File: config.mk
export PLATFORM = sky130hd
export DESIGN_NAME = circle_raster
export DESIGN_NICKNAME = d
export VERILOG_FILES = /design/src/rtl/gpu_pkg.sv /design/src/rtl/span_walker.sv /design/src/rtl/circle_raster.sv
export SDC_FILE = /design/constraint.sdc
export NUM_CORES = 1
export LEC_CHECK = 0
export BUFFER_PORTS_ARGS = -buffer_cell sky130_fd_sc_hd__clkbuf_2
export CAP_MARGIN = 20
export CORE_UTILIZATION = 40
export CTS_CLUSTER_SIZE = 28
export DETAILED_ROUTE_END_ITERATION = 8
export PLACE_DENSITY = 0.66
export SYNTH_ARGS = -nofsm -noshare
export SYNTH_HDL_FRONTEND = slang
export SYNTH_SLANG_ARGS = --single-unit
File: constraint.sdc
create_clock -name clk -period 4.45 [get_ports clk]
set_clock_uncertainty 0.05 [all_clocks]
set_input_delay 0.89 -clock clk [delete_from_list [all_inputs] [get_ports clk]]
set_output_delay 0.89 -clock clk [all_outputs]
set_load 0.02 [all_outputs]
File: src/rtl/gpu_pkg.sv
// Shared types and constants for the GPU drawing pipeline primitives.
//
// Contents:
//   raster_state_t    - circle rasteriser control states (IDLE, SPAN, STEP, FIN)
//   MODE_FILL/OUTLINE - span drawing modes (solid span vs. endpoints only)
//   span_idx_t        - index of the four symmetric spans drawn per midpoint step
//   SCREEN_*_DEFAULT  - default visible screen size used by clipping
package gpu_pkg;

    typedef enum logic [1:0] {
        IDLE = 2'd0,
        SPAN = 2'd1,
        STEP = 2'd2,
        FIN  = 2'd3
    } raster_state_t;

    localparam logic MODE_FILL    = 1'b0;
    localparam logic MODE_OUTLINE = 1'b1;

    typedef logic [1:0] span_idx_t;
    localparam span_idx_t SPAN_LAST = 2'd3;

    localparam int SCREEN_W_DEFAULT = 640;
    localparam int SCREEN_H_DEFAULT = 480;

endpackage

File: src/rtl/span_walker.sv
// Horizontal span walker: emits the pixels of one span as a valid/ready stream.
//
// Ports:
//   clk, n_rst   - clock, asynchronous active-low reset
//   load         - strobe: start a new span (only issued while no span is pending)
//   x1, x2       - span endpoints, signed WIDTH_BITS+2, x1 <= x2
//   row          - span row (already reduced to HEIGHT_BITS)
//   mode         - MODE_FILL walks every x, MODE_OUTLINE emits x1 then x2
//   pix_ready    - sink accepts the presented pixel
//   pix_valid    - pixel available
//   x, y         - pixel coordinates (x truncated to WIDTH_BITS)
//   span_done    - the last pixel of the span transfers in this cycle
module span_walker
    import gpu_pkg::*;
#(
    parameter int WIDTH_BITS  = 10,
    parameter int HEIGHT_BITS = 9
) (
    input  logic                          clk,
    input  logic                          n_rst,
    input  logic                          load,
    input  logic signed [WIDTH_BITS+1:0]  x1,
    input  logic signed [WIDTH_BITS+1:0]  x2,
    input  logic        [HEIGHT_BITS-1:0] row,
    input  logic                          mode,
    input  logic                          pix_ready,
    output logic                          pix_valid,
    output logic        [WIDTH_BITS-1:0]  x,
    output logic        [HEIGHT_BITS-1:0] y,
    output logic                          span_done
);

    localparam int SW = WIDTH_BITS + 2;
    localparam logic signed [SW-1:0] X_INC = SW'(1);

    logic signed [SW-1:0]    x_cnt;
    logic signed [SW-1:0]    x_end;
    logic [HEIGHT_BITS-1:0]  y_q;
    logic                    mode_q;
    logic                    valid_q;

    // The counter runs at full signed width so a span that wraps after
    // truncation still terminates on the exact right endpoint.
    assign span_done = valid_q && pix_ready && (x_cnt == x_end);

    // Output register: the presented pixel only changes on a transfer or a
    // fresh load, which keeps x/y stable across back-pressure.
    always_ff @(posedge clk or negedge n_rst) begin
        if (!n_rst) begin
            x_cnt   <= '0;
            x_end   <= '0;
            y_q     <= '0;
            mode_q  <= MODE_FILL;
            valid_q <= 1'b0;
        end else if (load) begin
            x_cnt   <= x1;
            x_end   <= x2;
            y_q     <= row;
            mode_q  <= mode;
            valid_q <= 1'b1;
        end else if (valid_q && pix_ready) begin
            if (x_cnt == x_end) begin
                valid_q <= 1'b0;
            end else if (mode_q == MODE_OUTLINE) begin
                x_cnt <= x_end;
            end else begin
                x_cnt <= x_cnt + X_INC;
            end
        end
    end

    assign pix_valid = valid_q;
    assign x         = x_cnt[WIDTH_BITS-1:0];
    assign y         = y_q;

endmodule

File: src/rtl/circle_raster.sv
// Midpoint circle rasteriser (filled or outline) with a valid/ready pixel output.
//
// Ports:
//   clk, n_rst          - clock, asynchronous active-low reset
//   start               - request, accepted (as a level) only in IDLE
//   mode                - MODE_FILL / MODE_OUTLINE
//   xc, yc, rad         - centre and radius
//   r_i, g_i, b_i       - draw colour, latched on accept
//   busy                - high from the cycle after accept until done
//   done                - one-cycle completion pulse
//   pix_valid/pix_ready - pixel stream handshake
//   x, y                - pixel coordinates
//   r_o, g_o, b_o       - latched colour
//
// Build option: define CIRCLE_RASTER_CLIP_EN to drop off-screen rows and
// clamp spans to [0, SCREEN_W-1]; otherwise coordinates wrap modulo the
// port widths.
module circle_raster
    import gpu_pkg::*;
#(
    parameter int WIDTH_BITS   = 10,
    parameter int HEIGHT_BITS  = 9,
    parameter int CHANNEL_BITS = 8,
    parameter int SCREEN_W     = SCREEN_W_DEFAULT,
    parameter int SCREEN_H     = SCREEN_H_DEFAULT
) (
    input  logic                    clk,
    input  logic                    n_rst,
    input  logic                    start,
    input  logic                    mode,
    input  logic [WIDTH_BITS-1:0]   xc,
    input  logic [HEIGHT_BITS-1:0]  yc,
    input  logic [WIDTH_BITS-1:0]   rad,
    input  logic [CHANNEL_BITS-1:0] r_i,
    input  logic [CHANNEL_BITS-1:0] g_i,
    input  logic [CHANNEL_BITS-1:0] b_i,
    output logic                    busy,
    output logic                    done,
    output logic                    pix_valid,
    input  logic                    pix_ready,
    output logic [WIDTH_BITS-1:0]   x,
    output logic [HEIGHT_BITS-1:0]  y,
    output logic [CHANNEL_BITS-1:0] r_o,
    output logic [CHANNEL_BITS-1:0] g_o,
    output logic [CHANNEL_BITS-1:0] b_o
);

    localparam int SW = WIDTH_BITS + 2;
    typedef logic signed [SW-1:0] coord_t;

    localparam coord_t C_ONE   = coord_t'(1);
    localparam coord_t C_THREE = coord_t'(3);
    localparam coord_t C_FIVE  = coord_t'(5);

    raster_state_t state, state_n;
    span_idx_t     k, k_n;
    logic          active, active_n;
    coord_t        tx, tx_n, ty, ty_n, f, f_n;
    logic          accept, load, advance;

    logic [WIDTH_BITS-1:0]   xc_q;
    logic [HEIGHT_BITS-1:0]  yc_q;
    logic                    mode_q;
    logic [CHANNEL_BITS-1:0] r_q, g_q, b_q;

    coord_t                  half, xa, xb;
    coord_t                  span_x1, span_x2;
    logic [HEIGHT_BITS-1:0]  span_row;
    logic                    span_skip, skip_dup;
    logic                    span_done;

`ifdef CIRCLE_RASTER_CLIP_EN
    localparam coord_t SCR_X_MAX = coord_t'(SCREEN_W - 1);
    localparam coord_t SCR_H_LIM = coord_t'(SCREEN_H);
    coord_t row_s;
`endif

    // Span selection for the current (tx, ty). Besides the zero-offset
    // skips, spans 2 and 3 coincide with spans 1 and 4 on the diagonal
    // (tx == ty), so they are dropped there; this also makes radius 0 a
    // single pixel.
    always_comb begin : span_select
        half     = tx;
        skip_dup = 1'b0;
        case (k)
            2'd0: begin half = tx; skip_dup = 1'b0;                      end
            2'd1: begin half = ty; skip_dup = (tx == ty);                end
            2'd2: begin half = ty; skip_dup = (tx == '0) || (tx == ty);  end
            2'd3: begin half = tx; skip_dup = (ty == '0);                end
            default: begin half = tx; skip_dup = 1'b1;                   end
        endcase
        xa = coord_t'({2'b00, xc_q}) - half;
        xb = coord_t'({2'b00, xc_q}) + half;

`ifdef CIRCLE_RASTER_CLIP_EN
        case (k)
            2'd0:    row_s = coord_t'({{(SW-HEIGHT_BITS){1'b0}}, yc_q}) + ty;
            2'd1:    row_s = coord_t'({{(SW-HEIGHT_BITS){1'b0}}, yc_q}) + tx;
            2'd2:    row_s = coord_t'({{(SW-HEIGHT_BITS){1'b0}}, yc_q}) - tx;
            default: row_s = coord_t'({{(SW-HEIGHT_BITS){1'b0}}, yc_q}) - ty;
        endcase
        span_row  = row_s[HEIGHT_BITS-1:0];
        span_x1   = (xa < 0) ? '0 : xa;
        span_x2   = (xb > SCR_X_MAX) ? SCR_X_MAX : xb;
        span_skip = skip_dup || (row_s < 0) || (row_s >= SCR_H_LIM) ||
                    (xb < 0) || (xa > SCR_X_MAX);
`else
        case (k)
            2'd0:    span_row = yc_q + ty[HEIGHT_BITS-1:0];
            2'd1:    span_row = yc_q + tx[HEIGHT_BITS-1:0];
            2'd2:    span_row = yc_q - tx[HEIGHT_BITS-1:0];
            default: span_row = yc_q - ty[HEIGHT_BITS-1:0];
        endcase
        span_x1   = xa;
        span_x2   = xb;
        span_skip = skip_dup;
`endif
    end

    // Control: hands each non-skipped span to the walker and waits for its
    // last transfer, then runs one midpoint update per (tx, ty) step.
    always_comb begin : fsm_next
        state_n  = state;
        k_n      = k;
        active_n = active;
        tx_n     = tx;
        ty_n     = ty;
        f_n      = f;
        accept   = 1'b0;
        load     = 1'b0;
        advance  = 1'b0;
        case (state)
            IDLE: begin
                if (start) begin
                    accept   = 1'b1;
                    state_n  = SPAN;
                    k_n      = '0;
                    active_n = 1'b0;
                    tx_n     = '0;
                    ty_n     = coord_t'({2'b00, rad});
                    f_n      = C_ONE - coord_t'({2'b00, rad});
                end
            end
            SPAN: begin
                if (active) begin
                    if (span_done) begin
                        active_n = 1'b0;
                        advance  = 1'b1;
                    end
                end else if (span_skip) begin
                    advance = 1'b1;
                end else begin
                    load     = 1'b1;
                    active_n = 1'b1;
                end
                if (advance) begin
                    if (k == SPAN_LAST) begin
                        state_n = STEP;
                        k_n     = '0;
                    end else begin
                        k_n = k + 2'd1;
                    end
                end
            end
            STEP: begin
                if (f < 0) begin
                    f_n = f + tx + tx + C_THREE;
                end else begin
                    f_n  = f + ((tx - ty) <<< 1) + C_FIVE;
                    ty_n = ty - C_ONE;
                end
                tx_n    = tx + C_ONE;
                state_n = (tx_n <= ty_n) ? SPAN : FIN;
            end
            FIN: begin
                state_n = IDLE;
            end
            default: begin
                state_n = IDLE;
            end
        endcase
    end

    // State, midpoint registers and the operands captured on accept.
    always_ff @(posedge clk or negedge n_rst) begin
        if (!n_rst) begin
            state  <= IDLE;
            k      <= '0;
            active <= 1'b0;
            tx     <= '0;
            ty     <= '0;
            f      <= '0;
            xc_q   <= '0;
            yc_q   <= '0;
            mode_q <= MODE_FILL;
            r_q    <= '0;
            g_q    <= '0;
            b_q    <= '0;
        end else begin
            state  <= state_n;
            k      <= k_n;
            active <= active_n;
            tx     <= tx_n;
            ty     <= ty_n;
            f      <= f_n;
            if (accept) begin
                xc_q   <= xc;
                yc_q   <= yc;
                mode_q <= mode;
                r_q    <= r_i;
                g_q    <= g_i;
                b_q    <= b_i;
            end
        end
    end

    assign busy = (state == SPAN) || (state == STEP);
    assign done = (state == FIN);
    assign r_o  = r_q;
    assign g_o  = g_q;
    assign b_o  = b_q;

    span_walker #(
        .WIDTH_BITS  (WIDTH_BITS),
        .HEIGHT_BITS (HEIGHT_BITS)
    ) u_walker (
        .clk       (clk),
        .n_rst     (n_rst),
        .load      (load),
        .x1        (span_x1),
        .x2        (span_x2),
        .row       (span_row),
        .mode      (mode_q),
        .pix_ready (pix_ready),
        .pix_valid (pix_valid),
        .x         (x),
        .y         (y),
        .span_done (span_done)
    );

endmodule

Yosys cells after proc, flatten, opt, wreduce, memory -nomap -nowiden
Cells that the tools add are included.
Word-level totals
  register bits after elaboration: 120
Cells by class
  add/subtract/negate cells: 17
  mux-type cells: 41
  equality and inequality tests: 12
  reductions and logical operators: 20
  $lt $le $gt $ge: 2
Operator list (count)
  $mux W12: 10
  $pmux W12 S2: 4
  $add A12 B12 Y12: 3
  $pmux W9 S3: 1
  $add A12 B2 Y12 const B: 2
  $eq A12 B12 Y1: 2
  $logic_not A12 Y1: 2
  $add A9 B9 Y9: 2
  $sub A9 B9 Y9: 2
  $mux W1: 15
  $mux W2: 7
  $add A11 B12 Y12: 1
  $add A12 B3 Y12 const B: 1
  $add A12 B4 Y12 const B: 1
  $le A12 B12 Y1: 1
  $lt A12 B1 Y1 const B: 1
  $sub A11 B12 Y12: 1
  $sub A12 B2 Y12 const B: 1
  $sub A1 B10 Y11 const A: 1
  $sub A11 B11 Y11: 1
  $eq A2 B2 Y1 const B: 4
  $ne A2 B2 Y1 const B: 4
  $pmux W2 S4: 1
  $reduce_and A2 Y1: 4
  other kinds (11): 20

Depth between registers and ports, before layout
  word-level depth: 8
  gate-level depth with buffers: 17

Cells and area by module
A second synthesis with hierarchy kept.
Unflattened totals
  cell total of the unflattened synthesis: 1119
  area total of the unflattened synthesis: 10136.0 um^2
By module, submodules not included
  circle_raster: times used 1, cells each 921, sequential area each 2127.0 um^2, area each 8094.0 um^2
  span_walker: times used 1, cells each 198, sequential area each 875.8 um^2, area each 2042.0 um^2

Worst setup path before layout
Ideal clock, no wire load.
  path type: flip-flop to flip-flop
  start point: register ty[1]
  end point: register f[11]
  buffers on the path: 0
  cell stages (with the launch flop): 18
  period minus slack after synthesis: 3.675 ns
  library setup time: 0.104 ns
  arrival time: 3.521 ns
  setup slack: 0.775 ns
  cells stage by stage: dfrtp_1 -> inv_1 -> ha_1 -> nor2b_1 -> o21ai_0 -> nand2_1 -> a21o_1 -> a21o_1 -> xor2_1 -> ha_1 -> ha_1 -> and3_1 -> a221oi_1 -> o21bai_1 -> a21o_1 -> a21oi_1 -> xnor2_1 -> a221oi_1
On the way
  longest elaborated chain between the ends: 5
RTL lines
  from (decl): RTL line circle_raster.sv:58  | coord_t tx, tx_n, ty, ty_n, f, f_n;
  from (signal assigned): RTL line circle_raster.sv:204  | ty <= ty_n;
  $sub A11 B11 Y11: RTL line circle_raster.sv:169  | f_n = f + ((tx - ty) <<< 1) + C_FIVE;
  $add A12 B12 Y12: RTL line circle_raster.sv:169
  $add A12 B4 Y12: RTL line circle_raster.sv:169
  $mux W12: RTL line circle_raster.sv:166  | if (f < 0) begin
  $pmux W12 S2: RTL line circle_raster.sv:132  | case (state)
  to (signal assigned): RTL line circle_raster.sv:205  | f <= f_n;
  to (decl): RTL line circle_raster.sv:58
Every way passes these cells.
A chain may end at the register's enable or synchronous reset.

Final worst setup path
Same ends and word-level chain as after synthesis.

==> results.py <==
metrics = {
    "setup_path": {
        "worst-path-max-fanout": 6,
        "path_buf_inv": 1,
        "required_ns": 4.73,
        "data_arrival_time_at_the_worst_slack_endpoint_ns": 4.33,
        "worst_path_dominant_cell_family": "compound AO/OA/AOI/OAI gates",
        "rr_worst_depth": 17,
        "r2r-start": "ty[1]",
        "setup.worst_path.end_class": "flop",
        "crit_path_cell_trace": "inv_1 > ha_1 > nor2b_1 > o21ai_0 > nand2_1 > a21o_1 > a21o_1 > xor2_1 > ha_1 > ha_1 > and3_1 > a221oi_1 > o21bai_1 > a21o_1 > a21oi_1 > xnor2_1 > a221oi_1",
        "worst_path_max_delay_cell": "sky130_fd_sc_hd__dfrtp_1",
        "timing.reg2reg.setup_slack_ns": 0.40,
        "endpoint_of_the_worst_register_to_register_path": "f[11]",
        "startpoint_types": "flop",
        "startpoint": "ty[1]",
        "crit_path_max_incr_delay_ns": 0.46,
        "criticalPathCategory": "reg -> reg",
    },
    "place": {
        "dp_hpwl_um": 18700,
        "placement.io_buffers": 103,
        "gp_congestion": 0.879,
    },
    "synthesis": {
        "netlist.area_leader.share_pct": 30.8,
        "ys_top_cells_by_area": "sky130_fd_sc_hd__dfrtp_1 31%, sky130_fd_sc_hd__ha_1 13%, sky130_fd_sc_hd__mux2_2 6.5%, sky130_fd_sc_hd__xnor2_1 5.0%, sky130_fd_sc_hd__o21ai_0 4.8%",
        "number_of_enable_flip_flop_cells_after_synthesis": 0,
        "synth-main-ff-cell": "sky130_fd_sc_hd__dfrtp_1",
        "yosys.cell_types.count": 71,
        "synthArstFlopShare_pct": 100,
        "synthDominantAreaCellType": "sky130_fd_sc_hd__dfrtp_1",
        "yosysWarnings": 0,
        "synthesized_netlist_cell_count": 1100,
        "post_synth_instance_area_mm2": 0.00976,
        "postSynthNetCount": 1267,
        "yosysSeqAreaShare_pct": 30.8,
        "ys_ff_latch": 120,
        "postSynthAreaPerCell_um2": 8.87,
    },
    "global_route": {
        "grt_antenna_before_repair": 0,
        "pin_count_of_the_biggest_net_entering_global_routing": 71,
        "gr-usage-all-layers_pct": 21.2,
        "grt_pass1_wl_um": 41400,
        "grt_ovf": 0,
        "first_global_vias": 8068,
    },
    "min_path": {
        "whs_path_depth": 2,
        "hold_path_class": "reg -> reg",
        "hold_path.startpoint": "mode_q",
        "worst_hold_path.endpoint": "u_walker.mode_q",
    },
    "cts": {
        "cts_tree": "built",
        "post_cts.repair.setup_buffers": 0,
        "clk_pin_slew_ns": 0.06,
        "resized_after_cts": 0,
        "cts.hold.buffers_added": 0,
        "cts.sinks": 120,
        "htree_levels": 4,
        "cts_made_buffers": 17,
        "clkLatencyLatePin_ns": 0.43,
        "clock_tree.root_cell": "sky130_fd_sc_hd__clkbuf_16",
        "cts-root-to-sink-buffers": 2,
    },
    "route": {
        "drt_drc_violations_left": 0,
        "avgViaCountPerCell": 5.57,
        "postRouteAntennaNets": 0,
        "postRouteWirelength_um": 25300,
        "drt_first_pass_iters": 7,
        "drt_iter0_markers": 751,
        "routed_wire_length_per_instance_um": 16.8,
        "via_count": 8392,
    },
    "sta": {
        "report.final.setup_viol": 0,
        "max_slew_headroom_at_the_worst_pin_pct": 34.7,
        "maxSlewViolCount": 0,
        "rsz0062_at_grt": "no",
        "fmax_mhz": 247,
        "setup-tns-final_ns": 0,
        "finalHoldViolations": 0,
        "period_needed_ns": 4.05,
        "worst_pin_slew_ns": 0.980,
        "finalCritPeriodShare_pct": 91.0,
    },
    "flow_run": {
        "max_cap_violations": 0,
    },
    "run_status": {
        "outcome": "finished, final reports clean",
    },
    "floorplanning": {
        "boundaryPins": 104,
        "design.core.area_mm2": 0.0237,
        "floorplan.die_area_mm2": 0.0250,
        "fp.dieH_um": 158,
        "rows": 56,
        "floorplan.die.width_um": 158,
        "floorplan.initialDensity_pct": 41.2,
    },
    "cells_and_area": {
        "ff_latch_area_mm2": 0.00300,
        "drive_above_1_share_pct": 18.7,
        "layout-area-overhead-vs-synth_pct": 14.2,
        "final.fill_count": 2323,
        "multi_input_area_mm2": 0.00625,
        "net_total_in_the_final_layout": 1341,
        "antenna_cells": 0,
    },
}
## metrics by stage
stage | hold WS [ns] | util [%] | worst slack, ns | area (um^2) | cells
floorplan | 0.383 | - | 0.775 | 9760 | 1100
global placement | 0.396 | 44.4 | 0.494 | 10500 | 1474
detailed placement | 0.401 | 44.4 | 0.460 | 10500 | 1474
CTS | 0.416 | 47.1 | 0.410 | 11100 | 1506
global route | 0.456 | 47.1 | 0.123 | 11100 | 1506
finish | 0.416 | 47.1 | 0.399 | 11100 | 1506
## Yosys cell counts (21+ instances only)
library cell and n:
sky130_fd_sc_hd__xor2_1 35, sky130_fd_sc_hd__xnor2_1 56, sky130_fd_sc_hd__clkbuf_1 42, sky130_fd_sc_hd__nor2_1 82, sky130_fd_sc_hd__nand2_1 90, sky130_fd_sc_hd__inv_1 56
sky130_fd_sc_hd__dfrtp_1 120, sky130_fd_sc_hd__o21ai_0 93, sky130_fd_sc_hd__mux2_2 56, sky130_fd_sc_hd__a21oi_1 56, sky130_fd_sc_hd__nand3_1 29, sky130_fd_sc_hd__ha_1 103
sky130_fd_sc_hd__a21o_1 21, sky130_fd_sc_hd__nor3_1 30
## layout by cell type (no fill, tap or decap), drive strengths merged, types with 4 or more instances in the layout
master	n
and3	9
mux2i	7
nor2	82
o311ai	4
buf	17
a211oi	6
nand4	7
o211ai	16
a21o	21
ha	103
o31ai	8
o21bai	4
nor4	11
o21a	5
or3	7
xnor2	56
nand2	90
dfrtp	120
nor2b	11
clkinv	4
inv	62
a41oi	6
nor3	30
a31oi	15
nor4b	4
o21ai	94
xor2	35
a21oi	56
clkbuf	120
nand2b	11
o22a	4
nand3	29
or3b	5
fa	6
a32o	8
o211a	4
mux2	56
## worst max path at each step
stage	to	slack [ns]	cells past startpoint
2_1_floorplan	f[11]	0.78	17
6_report	f[11]	0.40	17
3_5_place_dp	f[11]	0.46	17
3_3_place_gp	f[11]	0.49	17
4_1_cts	f[11]	0.41	17
5_1_grt	f[11]	0.12	17
## sequential cells by signal (all words and copies together) (netlist names)
| signal | count |
|---|---|
| state | 2 |
| yc_q | 9 |
| mode_q | 1 |
| tx | 12 |
| ty | 12 |
| b_o | 8 |
| u_walker.y | 9 |
| g_o | 8 |
| k | 2 |
| active | 1 |
| f | 12 |
| u_walker.pix_valid | 1 |
| u_walker.x_cnt | 12 |
| xc_q | 10 |
| u_walker.x_end | 12 |
| r_o | 8 |
| u_walker.mode_q | 1 |
## kinds of logic (layout without fill, tap and decap cells)
group                    count (synthesis)  after routing  synth area share (%)
adder cells (fa/ha/maj)                109            109                  14.4
AO/OA/AOI/OAI                          282            282                  18.6
multiplexers                            63             63                  7.18
buffers and inverters                  122            209                  5.24
XOR/XNOR                                91             91                  8.17
AND/OR/NAND/NOR                        313            313                  15.6
flip-flops                             120            120                  30.8
## cell type report
class	instances	share of cell area, %
multi-input combinational	858	56.1
sequential	120	26.9
timing repair buffer	119	5.84
clock buffer	18	3.94
tap	319	3.58
inverter	58	1.95
clock inverter	14	1.66
## worst register-to-register path, cell delays in order, from the launching register on
cell and delay, ns:
sky130_fd_sc_hd__dfrtp_1 0.46, sky130_fd_sc_hd__inv_1 0.13, sky130_fd_sc_hd__ha_1 0.30, sky130_fd_sc_hd__nor2b_1 0.13, sky130_fd_sc_hd__o21ai_0 0.14, sky130_fd_sc_hd__nand2_1 0.11
sky130_fd_sc_hd__a21o_1 0.19, sky130_fd_sc_hd__a21o_1 0.21, sky130_fd_sc_hd__xor2_1 0.15, sky130_fd_sc_hd__ha_1 0.29, sky130_fd_sc_hd__ha_1 0.36, sky130_fd_sc_hd__and3_1 0.22
sky130_fd_sc_hd__a221oi_1 0.32, sky130_fd_sc_hd__o21bai_1 0.17, sky130_fd_sc_hd__a21o_1 0.20, sky130_fd_sc_hd__a21oi_1 0.17, sky130_fd_sc_hd__xnor2_1 0.09, sky130_fd_sc_hd__a221oi_1 0.28
## layer usage
metal	GRT usage, %	wire (um)	vias to the layer above
li1	-	-	4093
met1	29.1	11800	3988
met2	33.0	11500	265
met3	3.78	1410	46
met4	8.29	607	0
met5	0	0	-
Power is not shown: default switching activity piles up to over one toggle a cycle in this logic, so the estimate is an artifact.
